File: src/rtl/pingpong_pkg.sv
// rtl/pingpong_pkg.sv - shared state encoding and default sizing for the ping-pong controller.
// STALL exists only when PINGPONG_CTRL_STALL_EN is defined.
package pingpong_pkg;

    localparam int FRAME_LEN_DEF   = 512;
    localparam int SWAP_CYCLES_DEF = 2;

    typedef enum logic [1:0] {
        ST_IDLE,
        ST_FILL,
        ST_SWAP
`ifdef PINGPONG_CTRL_STALL_EN
        , ST_STALL
`endif
    } pp_state_e;

endpackage

File: src/rtl/frame_sequencer.sv
// rtl/frame_sequencer.sv - bit index within the current half, kept lockstep with the buffer counter.
module frame_sequencer
    import pingpong_pkg::*;
#(
    parameter  int FRAME_LEN = FRAME_LEN_DEF,
    localparam int IDX_W     = $clog2(FRAME_LEN)
) (
    input  logic             clk,
    input  logic             rst_n,
    input  logic             fill,
    output logic [IDX_W-1:0] bit_idx,
    output logic             last_bit
);

    logic [IDX_W-1:0] bit_idx_q;
    logic [IDX_W-1:0] bit_idx_d;

    always_comb begin
        last_bit  = fill && (bit_idx_q == IDX_W'(FRAME_LEN - 1));
        bit_idx_d = bit_idx_q;
        if (fill) begin
            bit_idx_d = last_bit ? '0 : bit_idx_q + 1'b1;
        end
    end

    // Never cleared outside reset: the buffer counter only pauses, so we only pause too.
    always_ff @(posedge clk or negedge rst_n) begin
        if (!rst_n) begin
            bit_idx_q <= '0;
        end else begin
            bit_idx_q <= bit_idx_d;
        end
    end

    assign bit_idx = bit_idx_q;

endmodule

File: src/rtl/pingpong_ctrl.sv
// rtl/pingpong_ctrl.sv - ping-pong buffer controller: fill, swap and engine hand-off sequencing.
// Define PINGPONG_CTRL_STALL_EN to stall on a busy engine instead of flagging overrun.
module pingpong_ctrl
    import pingpong_pkg::*;
#(
    parameter int FRAME_LEN   = FRAME_LEN_DEF,
    parameter int SWAP_CYCLES = SWAP_CYCLES_DEF
) (
    input  logic        clk,
    input  logic        rst_n,
    input  logic        start,
    input  logic        stop,
    input  logic        fir_done,
    output logic        switch,
    output logic        in_ready,
    output logic        fir_start,
    output logic        active_buf,
    output logic [15:0] frame_cnt,
    output logic        overrun
);

    localparam int IDX_W = $clog2(FRAME_LEN);
    localparam int SC_W  = $clog2(SWAP_CYCLES + 1);

    pp_state_e   state_q, state_d;
    logic [SC_W-1:0] swap_cnt_q, swap_cnt_d;
    logic        active_buf_q, active_buf_d;
    logic [15:0] frame_cnt_q, frame_cnt_d;
    logic        overrun_q, overrun_d;
    logic        fir_busy_q, fir_busy_d;
    logic        stop_q, stop_d;
    logic        first_q, first_d;

    logic             last_bit;
    logic [IDX_W-1:0] bit_idx;
    logic             busy_clr;
    logic             swap_entry;
    logic             swap_last;

    frame_sequencer #(
        .FRAME_LEN (FRAME_LEN)
    ) u_seq (
        .clk      (clk),
        .rst_n    (rst_n),
        .fill     (state_q == ST_FILL),
        .bit_idx  (bit_idx),
        .last_bit (last_bit)
    );

    always_comb begin
        state_d      = state_q;
        swap_cnt_d   = swap_cnt_q;
        active_buf_d = active_buf_q;
        frame_cnt_d  = frame_cnt_q;
        overrun_d    = overrun_q;
        first_d      = first_q;
        swap_entry   = 1'b0;
        // A done arriving on the same edge as a swap entry is consumed before the new set.
        busy_clr     = fir_busy_q & ~fir_done;
        fir_busy_d   = busy_clr;
        swap_last    = (state_q == ST_SWAP) && (swap_cnt_q == SC_W'(SWAP_CYCLES - 1));
        stop_d       = stop_q | (stop & (state_q != ST_IDLE));

        case (state_q)
            ST_IDLE: begin
                if (start) begin
                    state_d = ST_FILL;
                end
            end
            ST_FILL: begin
                if (last_bit) begin
`ifdef PINGPONG_CTRL_STALL_EN
                    if (busy_clr) begin
                        state_d = ST_STALL;
                    end else begin
                        swap_entry = 1'b1;
                    end
`else
                    swap_entry = 1'b1;
`endif
                end
            end
            ST_SWAP: begin
                swap_cnt_d = swap_cnt_q + 1'b1;
                if (swap_last) begin
                    first_d = 1'b0;
                    if (stop_q || stop) begin
                        state_d = ST_IDLE;
                        stop_d  = 1'b0;
                    end else begin
                        state_d = ST_FILL;
                    end
                end
            end
`ifdef PINGPONG_CTRL_STALL_EN
            ST_STALL: begin
                if (fir_done) begin
                    swap_entry = 1'b1;
                end
            end
`endif
            default: begin
                state_d = ST_IDLE;
            end
        endcase

        // The first swap after reset hands over no frame, so the engine is not marked busy.
        if (swap_entry) begin
            state_d      = ST_SWAP;
            swap_cnt_d   = '0;
            active_buf_d = ~active_buf_q;
            frame_cnt_d  = frame_cnt_q + 16'd1;
            fir_busy_d   = busy_clr | ~first_q;
`ifndef PINGPONG_CTRL_STALL_EN
            overrun_d    = overrun_q | busy_clr;
`endif
        end
    end

    always_ff @(posedge clk or negedge rst_n) begin
        if (!rst_n) begin
            state_q      <= ST_IDLE;
            swap_cnt_q   <= '0;
            active_buf_q <= 1'b0;
            frame_cnt_q  <= '0;
            overrun_q    <= 1'b0;
            fir_busy_q   <= 1'b0;
            stop_q       <= 1'b0;
            first_q      <= 1'b1;
        end else begin
            state_q      <= state_d;
            swap_cnt_q   <= swap_cnt_d;
            active_buf_q <= active_buf_d;
            frame_cnt_q  <= frame_cnt_d;
            overrun_q    <= overrun_d;
            fir_busy_q   <= fir_busy_d;
            stop_q       <= stop_d;
            first_q      <= first_d;
        end
    end

    assign switch     = (state_q != ST_FILL);
    assign in_ready   = ~switch;
    assign fir_start  = swap_last & ~first_q;
    assign active_buf = active_buf_q;
    assign frame_cnt  = frame_cnt_q;
    assign overrun    = overrun_q;

endmodule

File: config.mk
export PLATFORM = sky130hd
export DESIGN_NAME = pingpong_ctrl
export DESIGN_NICKNAME = d
export VERILOG_FILES = /design/src/rtl/pingpong_pkg.sv /design/src/rtl/frame_sequencer.sv /design/src/rtl/pingpong_ctrl.sv
export SDC_FILE = /design/constraint.sdc
export NUM_CORES = 1
export LEC_CHECK = 0
export CORE_MARGIN = 2
export CORE_UTILIZATION = 54
export CTS_BUF_LIST = sky130_fd_sc_hd__clkbuf_4
export DETAILED_ROUTE_END_ITERATION = 10
export GPL_TIMING_DRIVEN = 1
export PLACE_DENSITY = 0.78
export SETUP_SLACK_MARGIN = 0.3
export SYNTH_ARGS = -nofsm -noshare
export SYNTH_HDL_FRONTEND = slang
export SYNTH_SLANG_ARGS = --single-unit
File: constraint.sdc
create_clock -name clk -period 2.45 [get_ports clk]
set_input_delay 0.735 -clock clk [delete_from_list [all_inputs] [get_ports clk]]
set_output_delay 0.735 -clock clk [all_outputs]
set_load 0.03 [all_outputs]
==> flow_metrics.env <==
export IMPL_outcome="finished, final reports clean"
export IMPL_diodes=0
export IMPL_netlist_top_cells_count="dfrtp_1, nand2_1, xnor2_1"
export IMPL_synth_async_reset_ratio=1.00
export IMPL_clockBufferDepth=2
export IMPL_htreeDepth=2
export IMPL_dp_hpwl_um=2130
export IMPL_core_area_um2=2760
export IMPL_r2r_slack_ns=0.50
export IMPL_fin_setup_tns_ns=0
export IMPL_p_per_area_nw_per_um2=568
export IMPL_grt_pass1_wl_um=5350
export IMPL_hold_class="reg -> reg"
export IMPL_rsz0062_at_grt="yes"
export IMPL_synth_top_area_cell="dfrtp_1"
export IMPL_die_x_um=58.1
export IMPL_crit_required_ns=1.71
export IMPL_skew_ns=0.0120
export IMPL_yosysMostFrequentCell="dfrtp_1"
export IMPL_drt_wl_total_um=2970
export IMPL_cts_sinks=34
export IMPL_cts_hold_buf=0
export IMPL_rr_startpoint="u_seq.bit_idx[0]"
export IMPL_viasPerCell=5.62
export IMPL_rr_endpoint="frame_cnt[3]"
export IMPL_initial_core_util=0.574
export IMPL_synth_ff_type="dfrtp_1"
export IMPL_clk_insertion_delay_late_ns=0.34
export IMPL_cp_max_fo=7
export IMPL_ys_ff_latch=34
export IMPL_syn_to_final_growth_pct=23.1
export IMPL_io_buffers=25
export IMPL_synth_cell_types=37
export IMPL_numCtsBuffers=5
export IMPL_dieHeight_um=58.1
export IMPL_layout_nets=193
export IMPL_final_area_um2=1950
export IMPL_yosysTopAreaCellShare=0.522
export IMPL_grt_overflow=0
export IMPL_critPathCaptureType="output port"
export IMPL_critPathKind="reg -> out"
export IMPL_vias=1214
export IMPL_clk_pin_slew_ns=0.11
export IMPL_clockRootBuffer="clkbuf_4"
export IMPL_hold_ws_ns=0.485
export IMPL_cap_violations=0
export IMPL_fill_cells=218
export IMPL_grt_antenna_before_repair=0
export IMPL_start_kind="flip-flop"
export IMPL_drtPass1Iterations=4
export IMPL_crit_end="switch"
export IMPL_setup_viol=0
export IMPL_synth_nets=158
export IMPL_synth_edf_count=0
export IMPL_die_area_um2=3380
export IMPL_seqCellArea_um2=852
export IMPL_drc=0
export IMPL_first_iter_violations=43
export IMPL_gp_congestion=0.796
export IMPL_period_share=0.855
export IMPL_drive_gt1_frac=0.195
export IMPL_period_needed_ns=2.10
export IMPL_max_freq_mhz=477
export IMPL_route_detailed_wl_per_inst_um=13.7
export IMPL_yosys_warnings=0
export IMPL_grt_max_degree=35
export IMPL_avgSynthCellArea_um2=10.6
export IMPL_leakage_uw=0.00101
export IMPL_placed_cell_area_um2=1890
export IMPL_vdd_ir_drop_worst_v=0.000471
export IMPL_ios=26
export IMPL_postLayoutCoreUtil=0.706
export IMPL_worst_pin_slew_ns=0.425
export IMPL_startpoint="state_q[1]"
export IMPL_rows=19
export IMPL_relSlewSlack=0.716
export IMPL_syn_cell_area_um2=1580
export IMPL_ys_seq_area_frac=0.539
export IMPL_slew_violations=0
export IMPL_track_usage=0.210
export IMPL_synthCells=149
export IMPL_synth_top_cells_by_area="dfrtp_1, xnor2_1, nand2_1, o21ai_1, ha_1"
export IMPL_grt_pass1_vias=1195
export IMPL_cts_tree="done"
export IMPL_multiInputGateArea_um2=714
export IMPL_finalHoldViolations=0
export IMPL_cp_arrival_ns=1.36
export IMPL_ant_nets=0
export IMPL_ff2ff_path_depth=10
[timing repair]
action,4_1_cts,5_1_grt
pin swaps,0,3
gates resized for setup,29,13
hold endpoints to repair,0,0
setup buffers,0,1
endpoints found under the setup margin,18,13
[worst max-delay path, cell delays in order, from the launching register on]
cell and delay, ns:
dfrtp_1 0.39, buf_4 0.16, and2b_4 0.27, inv_2 0.04, buf_2 0.17
[layer usage]
| layer | global-route usage | part of all wire | vias up |
|---|---|---|---|
| met5 | 0 | 0 | - |
| met4 | 0.116 | 0.020 | 0 |
| met3 | 0.0558 | 0.056 | 7 |
| met2 | 0.312 | 0.47 | 30 |
| met1 | 0.282 | 0.45 | 590 |
| li1 | - | - | 587 |
[report_power, final]
part	switching, µW	leakage (µW)	internal [µW]
Clock	186	0.0000331	119
Combinational	74.6	0.000525	61.2
Sequential	51.8	0.000449	613
[through the flow]
stage          worst slack (ns)  power [µW]  cells
6_report                  0.355        1110    216
5_1_grt                   0.285        1180    216
4_1_cts                   0.205        1120    215
3_3_place_gp              0.259         795    207
3_5_place_dp              0.182         808    207
2_1_floorplan             0.507         757    149
[flip-flops by register name, indices dropped and copies added (netlist names)]
signal         count
stop_q             1
overrun            1
u_seq.bit_idx      9
swap_cnt_q         2
frame_cnt         16
fir_busy_q         1
first_q            1
state_q            2
active_buf         1
[worst min path at each step]
stage / from / end / slack, ns / depth (start not counted)
after global placement: u_seq.bit_idx[5] / u_seq.bit_idx[5] / 0.46 / 1
after CTS: frame_cnt[15] / frame_cnt[15] / 0.49 / 1
after detailed placement: frame_cnt[15] / frame_cnt[15] / 0.47 / 1
final: frame_cnt[15] / frame_cnt[15] / 0.48 / 1
after global routing: frame_cnt[15] / frame_cnt[15] / 0.50 / 1
after floorplan: rst_n / active_buf / 0.44 / 0
[placed cells by master (no fill, tap or decap), drive strengths merged, types with 2 or more instances in the layout]
cell	instances
ha	4
a31oi	2
and4	3
dlygate4sd2	15
xor2	2
nor2	8
inv	5
clkbuf	6
o31ai	3
buf	9
nand4	3
and3	3
clkinv	2
clkdlybuf4s50	5
a21oi	5
nand3	7
nor2b	2
dfrtp	33
dlymetal6s2s	2
nand2	24
xnor2	14
o21ai	14
and2	3
[cells by family after synthesis]
family                     share of synthesized area
AOI/OAI and AO/OA                              0.112
xor gates and xnor gates                      0.0886
adders and majority gates                     0.0316
buffers and inverters                         0.0229
DFF                                            0.539
muxes                                        0.00633
and+or+nand+nor                                0.200
[final cells by class]
cell class,instances,area share
repair buffers,31,0.138
clock inverters,2,0.00450
flip-flops and latches,34,0.438
inverters,5,0.00964
multi-input cells,107,0.367
clock buffers,6,0.0231
well taps,31,0.0199
Power figures use the tool's default switching activity.
==> variant 1: new RTL, same flow settings <==
Re-encode `pp_state_e` (3 states) as one-hot, 3 bits wide.
--- a/src/rtl/pingpong_pkg.sv
+++ b/src/rtl/pingpong_pkg.sv
@@ -7,6 +7,6 @@
 
-    typedef enum logic [1:0] {
-        ST_IDLE,
-        ST_FILL,
-        ST_SWAP
+    typedef enum logic [2:0] {
+        ST_IDLE = 3'b001,
+        ST_FILL = 3'b010,
+        ST_SWAP = 3'b100
 `ifdef PINGPONG_CTRL_STALL_EN
Check against the original RTL: no difference found for any inputs over 10 cycles, from zero or initial values and one cycle with rst_n low; not proved beyond that.
==> variant 1 against the original RTL <==
Sequential cell count is 1 higher; maximum frequency down 0.17%; design area rose by 6.4%; highest routed layer unchanged; wire length increased by 6.3%; via count up 8.3%; area after synthesis is 4.7% higher; register-to-register slack lost 0.05 ns; largest cell class unchanged; worst setup slack worse by 0.0035 ns.
Power is not compared: it rests on default switching activity, and its combinational part moved more than twofold at a synthesized area within 25%.
==> variant 1: results <==
export IMPL_grt_pass1_vias=1220
export IMPL_worst_path_max_fanout=5
export IMPL_synth_area_leaders="dfrtp_1, xnor2_1, nand2_1"
export IMPL_final_cells=232
export IMPL_largest_register_ffs=16
export IMPL_drt_wl_total_mm=3.15
export IMPL_drive_gt1_share_pct=17.1
export IMPL_dpl_hpwl_mm=2.24
export IMPL_vdd_drop_max_mv=0.569
export IMPL_globalplace_congestion=0.753
export IMPL_ys_seq_area_share_pct=53.1
export IMPL_synth_nets=170
export IMPL_vias=1315
export IMPL_tightest_slew_ns=0.420
export IMPL_synth_area_per_cell_um2=10.3
export IMPL_status="finished clean"
export IMPL_dp_cells=220
export IMPL_ys_top_cells_by_count="dfrtp_1, nand2_1, o21ai_0, xnor2_1, nor2_1"
export IMPL_clkTransAtPathRegs_ns=0.10
export IMPL_grt_max_degree=36
export IMPL_antenna_cells=0
export IMPL_grt_pass1_wl_mm=5.31
export IMPL_ys_types=31
export IMPL_grt_util_all_layers_pct=20.3
export IMPL_place_area_mm2=0.00198
export IMPL_drtIter0Drc=46
export IMPL_skew_ns=0.00440
export IMPL_cp_arrival_ns=1.36
-- variant 1: cell types whose count changed after synthesis, moves of 3 or more --
cell      change
nor2_1        +7
nor4_1        +3
nand2_1       -6
o21ai_1       -9
o21ai_0      +10
clkbuf_1      +4
nand4_1       +6
and3_1        +5
nor2_2        -3
-- variant 1: cell type report --
type / count / area [um2]
fillers: 219 / 906
inverters: 5 / 18.8
well taps: 33 / 41.3
clock inverters: 1 / 5.00
multi-input cells: 117 / 769
clock buffers: 7 / 52.6
repair buffers: 34 / 304
flip-flops and latches: 35 / 881
-- variant 1: metrics by stage --
stage	utilization, %	setup WS (ns)	hold slack, ns
floorplan	-	0.333	0.439
global placement	66.3	0.184	0.459
detailed placement	66.3	0.138	0.463
CTS	68.1	0.236	0.481
global route	69.6	0.282	0.487
finish	69.6	0.351	0.472
-- variant 1: final timing paths --
kind,from,to,slack [ns],cells past startpoint
worst max-delay path,state_q[2],switch,0.35,3
worst min-delay path,frame_cnt[15],frame_cnt[15],0.47,1
worst max register to register,u_seq.bit_idx[0],frame_cnt[9],0.45,8
worst min register to register,frame_cnt[15],frame_cnt[15],0.47,1
max in group asynchronous,rst_n,state_q[0],1.31,2
min in group asynchronous,rst_n,u_seq.bit_idx[4],0.81,2
-- variant 1: per-layer routing --
layer	GRT usage [%]	routed length [um]
met2	33.4	1560
met4	7.79	49
met3	6.11	133
met5	0	0
met1	24.9	1410
-- variant 1: timing repair --
item / 4_1_cts / 5_1_grt
hold buffers: 0 / 0
cloned: 0 / 0
gates resized for setup: 26 / 15
setup endpoints to repair: 17 / 17
buffers inserted: 2 / 2
pin swaps: 0 / 2
-- variant 1: kinds of logic (layout without fill, tap and decap cells) --
kind of cell    count (synthesis)  count (layout)  synth area share, %
compound gates                 32              32                 11.3
buf+inv                         9              47                 2.04
fa+ha+maj                       4               4                 3.02
flops                          35              35                 53.1
xor+xnor                       16              16                 8.47
simple gates                   64              64                 21.4
mux                             1               1                0.680
-- variant 1: critical path: stages, from the launching register on --
cell and delay, ns:
dfrtp_2 0.46, nor3b_4 0.24, inv_2 0.06, clkdlybuf4s15_2 0.28
-- variant 1: power breakdown --
group | internal (mW) | switching (mW) | total, mW
registers | 0.638 | 0.0623 | 0.700
clock network | 0.134 | 0.179 | 0.313
logic | 0.125 | 0.170 | 0.295
total | 0.897 | 0.411 | 1.31
==> variant 2: new RTL, config.mk and constraints unchanged <==
Without the edit above. The option `PINGPONG_CTRL_STALL_EN` is turned on by a define.
--- a/src/rtl/pingpong_pkg.sv
+++ b/src/rtl/pingpong_pkg.sv
@@ -2,2 +2,4 @@
 // STALL exists only when PINGPONG_CTRL_STALL_EN is defined.
+`define PINGPONG_CTRL_STALL_EN
+
 package pingpong_pkg;
Formal check against the unedited RTL: no difference found for any inputs over 10 cycles, from zero or initial values and one cycle with rst_n low; that may be too few to reach the edited logic, so the function may still have changed.
==> variant 2 against the original RTL <==
Cell count up 13%; area after synthesis up 5.7%; non-clock buffer count up 13; design area up 16%; critical path depth up 5; wire length up 34%; sequential cell count down 1; worst setup slack worse by 0.12 ns.
Power is not compared: it rests on default switching activity, and its combinational part moved more than twofold at a synthesized area within 25%.
==> variant 2: results <==
export IMPL_ys_flop_type="dfrtp_1"
export IMPL_grt_pass1_vias=1308
export IMPL_synth_area_leaders="dfrtp_1, xnor2_1, ha_1"
export IMPL_ys_top_cells_by_count="dfrtp_1, nand2_1, xnor2_1"
export IMPL_cts_resized=37
export IMPL_ys_types=40
export IMPL_nets=224
export IMPL_synth_xor_area_share_pct=8.38
export IMPL_fmax_mhz=452
export IMPL_grt_max_degree=34
export IMPL_p_leak_nw=1.16
export IMPL_status="finished clean"
export IMPL_worst_path_max_fanout=5
export IMPL_numCtsBuffers=5
export IMPL_synth_nets=176
export IMPL_worstSetupStartpointType="register"
export IMPL_nFillCells=214
export IMPL_cp_arrival_ns=2.47
export IMPL_skew_ns=0.00718
export IMPL_synth_compound_area_share_pct=12.6
export IMPL_drive_gt1_share_pct=29.9
export IMPL_grt_pass1_wl_mm=6.01
export IMPL_rrSetupSlack_ns=0.24
export IMPL_globalplace_congestion=0.791
export IMPL_routed_via_density=5.89
export IMPL_clkTransAtPathRegs_ns=0.09
export IMPL_hold_class="register to register"
export IMPL_drtIter0Drc=81
export IMPL_synth_warnings=0
export IMPL_antenna_found_initial=0
export IMPL_ctsHtreeMaxLevel=2
export IMPL_drt_wl_total_mm=3.96
export IMPL_clockBufferDepth=2
export IMPL_grt_util_all_layers_pct=23.3
export IMPL_drtPass1Iterations=4
export IMPL_postCtsSetupBuffers=7
export IMPL_synth_async_reset_ratio_pct=100
export IMPL_hp_start="frame_cnt[15]"
export IMPL_ys_seq_area_share_pct=49.5
export IMPL_muxShareOfSynthArea_pct=1.20
export IMPL_r2r_start="u_seq.bit_idx[1]"
export IMPL_dpl_hpwl_mm=2.42
export IMPL_io_buffers=24
export IMPL_synthAdderAreaFrac_pct=5.99
variant 2: cell type report:
type                       count  area [um2]  share of cell area (%)
multi-input combinational    117         923                    40.8
sequential                    33         830                    36.7
timing repair buffer          44         383                    16.9
clock buffer                   6        45.0                    1.99
tap                           33        41.3                    1.82
inverter                      10        37.5                    1.66
clock inverter                 1        3.75                   0.166
variant 2: stage by stage:
stage	setup slack, ns	power [mW]	cell area (um2)	std cells	hold slack (ns)
floorplan	0.266	0.559	1690	163	0.439
global placement	0.161	0.577	1990	222	0.460
detailed placement	0.0487	0.577	1990	222	0.461
CTS	0.295	0.857	2120	237	0.469
global route	0.165	0.881	2260	244	0.520
finish	0.238	0.853	2260	244	0.467
variant 2: worst paths after layout:
kind,end,depth (start not counted)
worst min-delay path,frame_cnt[15],1
min in group asynchronous,frame_cnt[10],2
worst max-delay path,frame_cnt[7],9
worst min register to register,frame_cnt[15],1
max in group asynchronous,first_q,2
worst max register to register,frame_cnt[7],9
variant 2: power by group:
group                 switching [mW]  internal (mW)  leakage, nW
combinational                 0.0153        0.00708        0.712
clock                          0.172          0.115       0.0292
sequential     0.0000000000000000373          0.544        0.420
variant 2: layer usage:
| metal | vias to the layer above | share of wire, % | GRT usage [%] |
|---|---|---|---|
| li1 | 664 | - | - |
| met1 | 715 | 39 | 28.7 |
| met2 | 53 | 53 | 40.0 |
| met3 | 6 | 5.9 | 6.77 |
| met4 | 0 | 1.3 | 5.71 |
| met5 | - | 0 | 0 |
variant 2: worst max-delay path, cell delays in order (launching register included):
cell and delay (ns):
dfrtp_1 0.37, ha_2 0.20, and3_4 0.20, and3_4 0.18, and3_4 0.19, ha_4 0.13
a22oi_2 0.11, a21o_2 0.28, nor3_1 0.31, xnor2_1 0.16
